`src/rtl/bin_to_bcd_seq_pkg.sv`:
```
// Shared definitions for the binary-to-BCD converter and the seven-segment path.
// It holds the FSM encoding, the default widths and the decimal bound helper.
package bcd_pkg;

  localparam int BIN_W_DEF  = 14;
  localparam int DIGITS_DEF = 4;

  typedef enum logic [1:0] {
    IDLE  = 2'b00,
    SHIFT = 2'b01,
    DONE  = 2'b10
  } state_t;

  // Used only at elaboration to size the overflow bound.
  function automatic longint unsigned pow10(input int n);
    longint unsigned r;
    r = 1;
    for (int i = 0; i < n; i++) begin
      r = r * 10;
    end
    return r;
  endfunction

endpackage

```
`src/rtl/bin_to_bcd_seq_if.sv`:
```
// Request/result bundle between the top-level FSM (master) and the converter (slave).
// The master pulses start with bin while busy=0. The slave answers with a one-cycle done,
// and bcd/overflow stay valid from done until the next done.
interface bin_to_bcd_seq_if
  import bcd_pkg::*;
#(
  parameter int BIN_W  = BIN_W_DEF,
  parameter int DIGITS = DIGITS_DEF
);

  logic                  start;
  logic [BIN_W-1:0]      bin;
  logic                  busy;
  logic                  done;
  logic                  overflow;
  logic [4*DIGITS-1:0]   bcd;

  modport master (
    output start, bin,
    input  busy, done, overflow, bcd
  );

  modport slave (
    input  start, bin,
    output busy, done, overflow, bcd
  );

endinterface

```
`src/rtl/bin_to_bcd_seq_digit_adj.sv`:
```
// Double-dabble digit correction: a BCD digit of 5 or more gets +3 before the next shift.
module bcd_digit_adj (
  input  logic [3:0] value,
  output logic [3:0] adjusted
);

  always_comb begin
    adjusted = (value >= 4'd5) ? 4'(value + 4'd3) : value;
  end

endmodule

```
`src/rtl/bin_to_bcd_seq.sv`:
```
// Sequential shift-and-add-3 binary-to-BCD converter with a fixed latency of BIN_W+1 cycles.
// An input above 10^DIGITS-1 saturates to all nines and raises overflow.
module bin_to_bcd_seq
  import bcd_pkg::*;
#(
  parameter int BIN_W  = BIN_W_DEF,
  parameter int DIGITS = DIGITS_DEF
) (
  input  logic            clk,
  input  logic            reset,
  bin_to_bcd_seq_if.slave bus,
  output state_t          state_dbg
);

  localparam int ACC_W = 4*DIGITS + 4;
  localparam int CNT_W = $clog2(BIN_W + 1);
  localparam logic [BIN_W:0] MAX_VAL = (BIN_W+1)'(pow10(DIGITS) - 1);

  state_t               state, state_nxt;
  logic [BIN_W-1:0]     shreg;
  logic [ACC_W-1:0]     acc;
  logic [CNT_W-1:0]     cnt;
  logic                 ovf_pending;
  logic [4*DIGITS-1:0]  bcd_q;
  logic                 overflow_q;

  logic [ACC_W-1:0]       acc_adj;
  logic [ACC_W+BIN_W-1:0] shifted;
  logic                   accept;
  logic                   last_shift;

  // One corrector per digit, including the guard digit.
  for (genvar g = 0; g <= DIGITS; g++) begin : g_adj
    bcd_digit_adj u_adj (
      .value    (acc[4*g +: 4]),
      .adjusted (acc_adj[4*g +: 4])
    );
  end

  assign shifted    = {acc_adj, shreg} << 1;
  assign accept     = (state == IDLE) && bus.start;
  assign last_shift = (state == SHIFT) && (cnt == CNT_W'(1));

  always_ff @(posedge clk or negedge reset) begin
    if (!reset) begin
      state <= IDLE;
    end else begin
      state <= state_nxt;
    end
  end

  always_comb begin
    state_nxt = state;
    case (state)
      IDLE:    if (bus.start) state_nxt = SHIFT;
      SHIFT:   if (cnt == CNT_W'(1)) state_nxt = DONE;
      DONE:    state_nxt = IDLE;
      default: state_nxt = IDLE;
    endcase
  end

  always_comb begin
    bus.busy     = (state != IDLE);
    bus.done     = (state == DONE);
    bus.bcd      = bcd_q;
    bus.overflow = overflow_q;
    state_dbg    = state;
  end

  always_ff @(posedge clk or negedge reset) begin
    if (!reset) begin
      shreg       <= '0;
      acc         <= '0;
      cnt         <= '0;
      ovf_pending <= 1'b0;
    end else if (accept) begin
      shreg       <= bus.bin;
      acc         <= '0;
      cnt         <= CNT_W'(BIN_W);
      ovf_pending <= ({1'b0, bus.bin} > MAX_VAL);
    end else if (state == SHIFT) begin
      acc   <= shifted[ACC_W+BIN_W-1:BIN_W];
      shreg <= shifted[BIN_W-1:0];
      cnt   <= cnt - CNT_W'(1);
    end
  end

  // Result registers load on the final shift so they are valid in the DONE cycle.
  // The guard digit is dropped; overflow comes only from the latched range check.
  always_ff @(posedge clk or negedge reset) begin
    if (!reset) begin
      bcd_q      <= '0;
      overflow_q <= 1'b0;
    end else if (last_shift) begin
      if (ovf_pending) begin
        bcd_q      <= {DIGITS{4'h9}};
        overflow_q <= 1'b1;
      end else begin
        bcd_q      <= shifted[ACC_W+BIN_W-5:BIN_W];
        overflow_q <= 1'b0;
      end
    end
  end

endmodule

```
`src/flat_wrapper.sv`:
```
// flat-port wrapper written by rule: the top's interface ports become plain ports
module bin_to_bcd_seq_flat import bcd_pkg::*;
#(
  parameter int BIN_W  = BIN_W_DEF,
  parameter int DIGITS = DIGITS_DEF
)
  (clk, reset, state_dbg, bus_start, bus_bin, bus_busy, bus_done, bus_overflow, bus_bcd);
  bin_to_bcd_seq_if #(.BIN_W(BIN_W), .DIGITS(DIGITS)) bus_i ();
  input  logic clk;
  input  logic reset;
  output state_t state_dbg;
  input wire logic [$bits(bus_i.start)-1:0] bus_start;
  input wire logic [$bits(bus_i.bin)-1:0] bus_bin;
  output wire logic [$bits(bus_i.busy)-1:0] bus_busy;
  output wire logic [$bits(bus_i.done)-1:0] bus_done;
  output wire logic [$bits(bus_i.overflow)-1:0] bus_overflow;
  output wire logic [$bits(bus_i.bcd)-1:0] bus_bcd;
  assign bus_i.start = bus_start;
  assign bus_i.bin = bus_bin;
  assign bus_busy = bus_i.busy;
  assign bus_done = bus_i.done;
  assign bus_overflow = bus_i.overflow;
  assign bus_bcd = bus_i.bcd;
  bin_to_bcd_seq #(.BIN_W(BIN_W), .DIGITS(DIGITS)) u_core (.clk(clk), .reset(reset), .bus(bus_i), .state_dbg(state_dbg));
endmodule
```
`config.mk`:
```
export PLATFORM = sky130hd
export DESIGN_NAME = bin_to_bcd_seq_flat
export DESIGN_NICKNAME = d
export VERILOG_FILES = /design/src/rtl/bin_to_bcd_seq_pkg.sv /design/src/rtl/bin_to_bcd_seq_if.sv /design/src/rtl/bin_to_bcd_seq_digit_adj.sv /design/src/rtl/bin_to_bcd_seq.sv /design/src/flat_wrapper.sv
export SDC_FILE = /design/constraint.sdc
export NUM_CORES = 1
export LEC_CHECK = 0
export ABC_AREA = 0
export CAP_MARGIN = 10
export CORE_UTILIZATION = 40
export CTS_CLUSTER_DIAMETER = 200
export DETAILED_ROUTE_END_ITERATION = 8
export GPL_TIMING_DRIVEN = 0
export PLACE_DENSITY_LB_ADDON = 0.1
export SYNTH_ARGS = -nofsm -noshare
export SYNTH_HDL_FRONTEND = slang
export SYNTH_SLANG_ARGS = --single-unit
```
`constraint.sdc`:
```
create_clock -name clk -period 3.24 [get_ports clk]
set_clock_uncertainty 0.1 [all_clocks]
set_input_delay 0.972 -clock clk [delete_from_list [all_inputs] [get_ports clk]]
set_output_delay 0.972 -clock clk [all_outputs]
set_load 0.01 [all_outputs]
```
==> out/metrics.csv <==
stage,metric,value,unit
synthesis,netlist_instances,270,
floorplan,die_x,82.37,um
synthesis,synth_area,2584,um2
synthesis,top_post_synthesis_cells_by_area,"sky130_fd_sc_hd__dfrtp_1 (52%), sky130_fd_sc_hd__nand2_1 (7.6%), sky130_fd_sc_hd__o21ai_0 (7.0%)",
synthesis,yosysSeqAreaShare,0.5230,
floorplan,start_util,0.4263,
timing,achievable-frequency,391.3,MHz
drt,first_iter_violations,137,
floorplan,chipHeight,82.37,um
synthesis,synth-edff-count,0,
drt,drt-pass1-iter-count,4,
finish,antennaDiodeCount,0,
clock_network,clock_tree.buffer_depth,2,
synthesis,synthesis.yosys.warnings,0,
clock_network,cts.repair_timing.setup_buffer_count,0,
global_routing,grt_pass1_wl,9701,um
timing,final_worst_path_period_need,2.556,ns
timing,final.period_utilization,0.7887,
timing,final.setup.tns,0,ns
drt,vias_per_cell,5.263,
placed_design,gp_congestion,0.7195,
clock_network,htree_levels,2,
setup_path,cp_num_buf_inv,1,
min_path,worstHoldPathType,register to register,
drt,routed-wl-met3,275,um
clock_network,post_cts.resized_instances,0,
power,p_per_area,983.0,nW/um2
setup_path,critPathCaptureType,output port,
synthesis,synth_most_common_cell,sky130_fd_sc_hd__dfrtp_1,
setup_path,start_kind,register,
global_routing,antenna_found_initial,0,
placed_design,buffer_ports.inserted,37,
setup_path,required,2.17,ns
setup_path,worst_ep_arrival_time,1.48,ns
synthesis,most_frequent_cells_after_synthesis,"sky130_fd_sc_hd__dfrtp_1 (54), sky130_fd_sc_hd__nand2_1 (52), sky130_fd_sc_hd__o21ai_0 (36)",
finish,syn_to_final_growth,22.23,%
clock_network,clkLatencyLatePin,0.32,ns
drt,highest-signal-layer,met4,
floorplan,core.rowCount,28,
finish,final_net_count,342,
floorplan,core_area,6061,um2
global_routing,gr-usage-all-layers,0.1944,
synthesis,synth_top_area_cell,sky130_fd_sc_hd__dfrtp_1,
clock_network,ctsHoldBuffers,0,
run_status,status,completed,
drt,route.met2.wl,2589,um
global_routing,grt_max_degree,30,
floorplan,io_pins,38,
power,leakagePower,0.001409,uW
placed_design,placed_cells_incl_taps,383,
synthesis,synth.lib_cells_used.distinct,34,
finish,layout-drive-gt1-share,0.1044,
synthesis,syn_nets,297,
setup_path,cells_traversed_along_the_worst_timing_path,nor2b_1 > clkdlybuf4s50_1,
timing,rsz0062_at_grt,false,
synthesis,yosys.area.top_type_share,0.5230,
clock_network,clk_root_buffer_cell,sky130_fd_sc_hd__clkbuf_8,
drt,detail_route.drc_violations,0,
placed_design,dp_hpwl,4049,um
clock_network,cts_num_sinks,54,
clock_network,clk_pin_slew,0.10,ns
finish,finalCoreUtilization,0.5211,
drt,m1WireLength,2730,um
drt,detail_route.wirelength,5656,um
setup_path,cp_top_family,buffers and inverters,
setup_path,critical_path.max_stage_delay,0.54,ns
timing,setup-violations-final,0,
clock_network,cts_inserted_buffers,5,
setup_path,class_of_the_most_critical_setup_path,register to output port,
drt,via_count,2058,
drt,drt-wirelength-per-cell,14.47,um
global_routing,grt_pass1_vias,1953,
timing,worst_pin_slew,0.6904,ns
setup_path,cp_slowest_cell,sky130_fd_sc_hd__clkdlybuf4s50_1,
flow_run,maxCapViolCount,0,
drt,routed_antenna_nets,0,
synthesis,asyncSetResetFlopFracSynth,1.000,
synthesis,syn_area_per_cell,9.569,um2
power,vdd_ir_drop_max,0.3877,mV
floorplan,die_area,6785,um2
global_routing,residual_overflow_from_global_routing,0,
finish,layoutNonFillerInstCount,391,
setup_path,crit_path_max_fanout,6,
timing,slew_headroom,0.5397,
synthesis,count_of_state_elements_after_synthesis,54,
timing,timing_max_transition_violations_final,0,
power,finalPower,3104,uW
finish,filler_cell_count,610,
synthesis,synthFlopType,sky130_fd_sc_hd__dfrtp_1,
timing,final_hold_slack,0.3720,ns
clock_network,tritoncts,yes,
timing,timing_hold_violations_final,0,
-- worst paths after layout --
check,startpoint,endpoint,slack [ns],cells after the start
hold / removal,u_core.bus.bcd[0]$_DFFE_PN0P_,u_core.bus.bcd[0]$_DFFE_PN0P_,0.37,2
hold reg to reg,u_core.bus.bcd[0]$_DFFE_PN0P_,u_core.bus.bcd[0]$_DFFE_PN0P_,0.37,2
min in group asynchronous,reset,u_core.bus.bcd[10]$_DFFE_PN0P_,0.58,1
max in group asynchronous,reset,u_core.bus.bcd[2]$_DFFE_PN0P_,1.86,2
setup reg to reg,u_core.acc[0]$_DFFE_PN0P_,u_core.bus.bcd[2]$_DFFE_PN0P_,1.45,6
setup / recovery,u_core.state_dbg[1]$_DFFE_PN0P_,bus_done,0.68,2
-- cell families after synthesis --
kind of cell	Yosys count	share of synthesized area
adders and majority gates	10	0.04843
buffers and inverters	24	0.04697
and+or+nand+nor	106	0.1966
muxes	4	0.01743
AOI/OAI and AO/OA	67	0.1506
DFF	54	0.5230
xor gates and xnor gates	5	0.01695
-- through the flow --
stage                     setup slack, ns  cell area (um2)
final                              0.6845             3158
after global routing               0.6073             3158
after CTS                          0.6694             3158
after detailed placement           0.6227             3063
after global placement            -0.6556             3048
after floorplan                     1.326             2584
-- worst register-to-register path: stages (launching register included) --
cell,delay (ns)
sky130_fd_sc_hd__dfrtp_1,0.41
sky130_fd_sc_hd__inv_1,0.13
sky130_fd_sc_hd__ha_1,0.23
sky130_fd_sc_hd__nand2b_1,0.08
sky130_fd_sc_hd__a21oi_1,0.24
sky130_fd_sc_hd__mux2_2,0.38
sky130_fd_sc_hd__o21ai_0,0.15
-- cell usage in the layout (no fill, tap or decap), types with 2 or more instances in the layout --
cell type	netlist	layout
sky130_fd_sc_hd__a21oi_1	12	12
sky130_fd_sc_hd__a22oi_1	12	12
sky130_fd_sc_hd__a31oi_1	2	2
sky130_fd_sc_hd__buf_2	7	8
sky130_fd_sc_hd__buf_4	2	2
sky130_fd_sc_hd__buf_6	2	2
sky130_fd_sc_hd__clkbuf_8	0	6
sky130_fd_sc_hd__clkdlybuf4s50_1	0	36
sky130_fd_sc_hd__dfrtp_1	54	54
sky130_fd_sc_hd__ha_1	10	10
sky130_fd_sc_hd__inv_1	11	11
sky130_fd_sc_hd__mux2_2	4	4
sky130_fd_sc_hd__nand2_1	52	52
sky130_fd_sc_hd__nand2b_1	8	8
sky130_fd_sc_hd__nand3_1	12	12
sky130_fd_sc_hd__nor2_1	15	15
sky130_fd_sc_hd__nor3_1	6	6
sky130_fd_sc_hd__nor3b_1	4	4
sky130_fd_sc_hd__o21ai_0	36	36
sky130_fd_sc_hd__xnor2_1	5	5
-- cell type report --
class                      count  area [um2]  share of cell area
sequential                    54        1351              0.4279
multi-input combinational    192        1111              0.3518
timing repair buffer          38       385.4              0.1220
tap                           75       93.84             0.02971
clock buffer                   6       82.58             0.02615
buffer                        12       76.32             0.02417
inverter                      12       45.04             0.01426
clock inverter                 2       12.51            0.003962
-- sequential cells by signal, indices dropped and copies added (netlist names) --
signal	count
u_core.acc	16
u_core.bus.overflow	1
u_core.ovf_pending	1
u_core.bus.bcd	16
u_core.state_dbg	2
u_core.shreg	14
u_core.cnt	4
-- report_power, final --
| part | internal [uW] | leakage, uW | switching [uW] | total (uW) |
|---|---|---|---|---|
| sequential | 993 | 0.000667 | 222 | 1210 |
| clock | 172 | 0.0000472 | 231 | 404 |
| combinational | 714 | 0.000694 | 771 | 1490 |
| total | 1880 | 0.00141 | 1220 | 3100 |
-- metal layers --
| metal | global-route usage | vias to the layer above |
|---|---|---|
| met5 | 0 | - |
| li1 | - | 1011 |
| met1 | 0.2687 | 990 |
| met4 | 0.04737 | 0 |
| met2 | 0.3050 | 51 |
| met3 | 0.04835 | 6 |
Note: power is estimated with default switching activity, not from simulation.
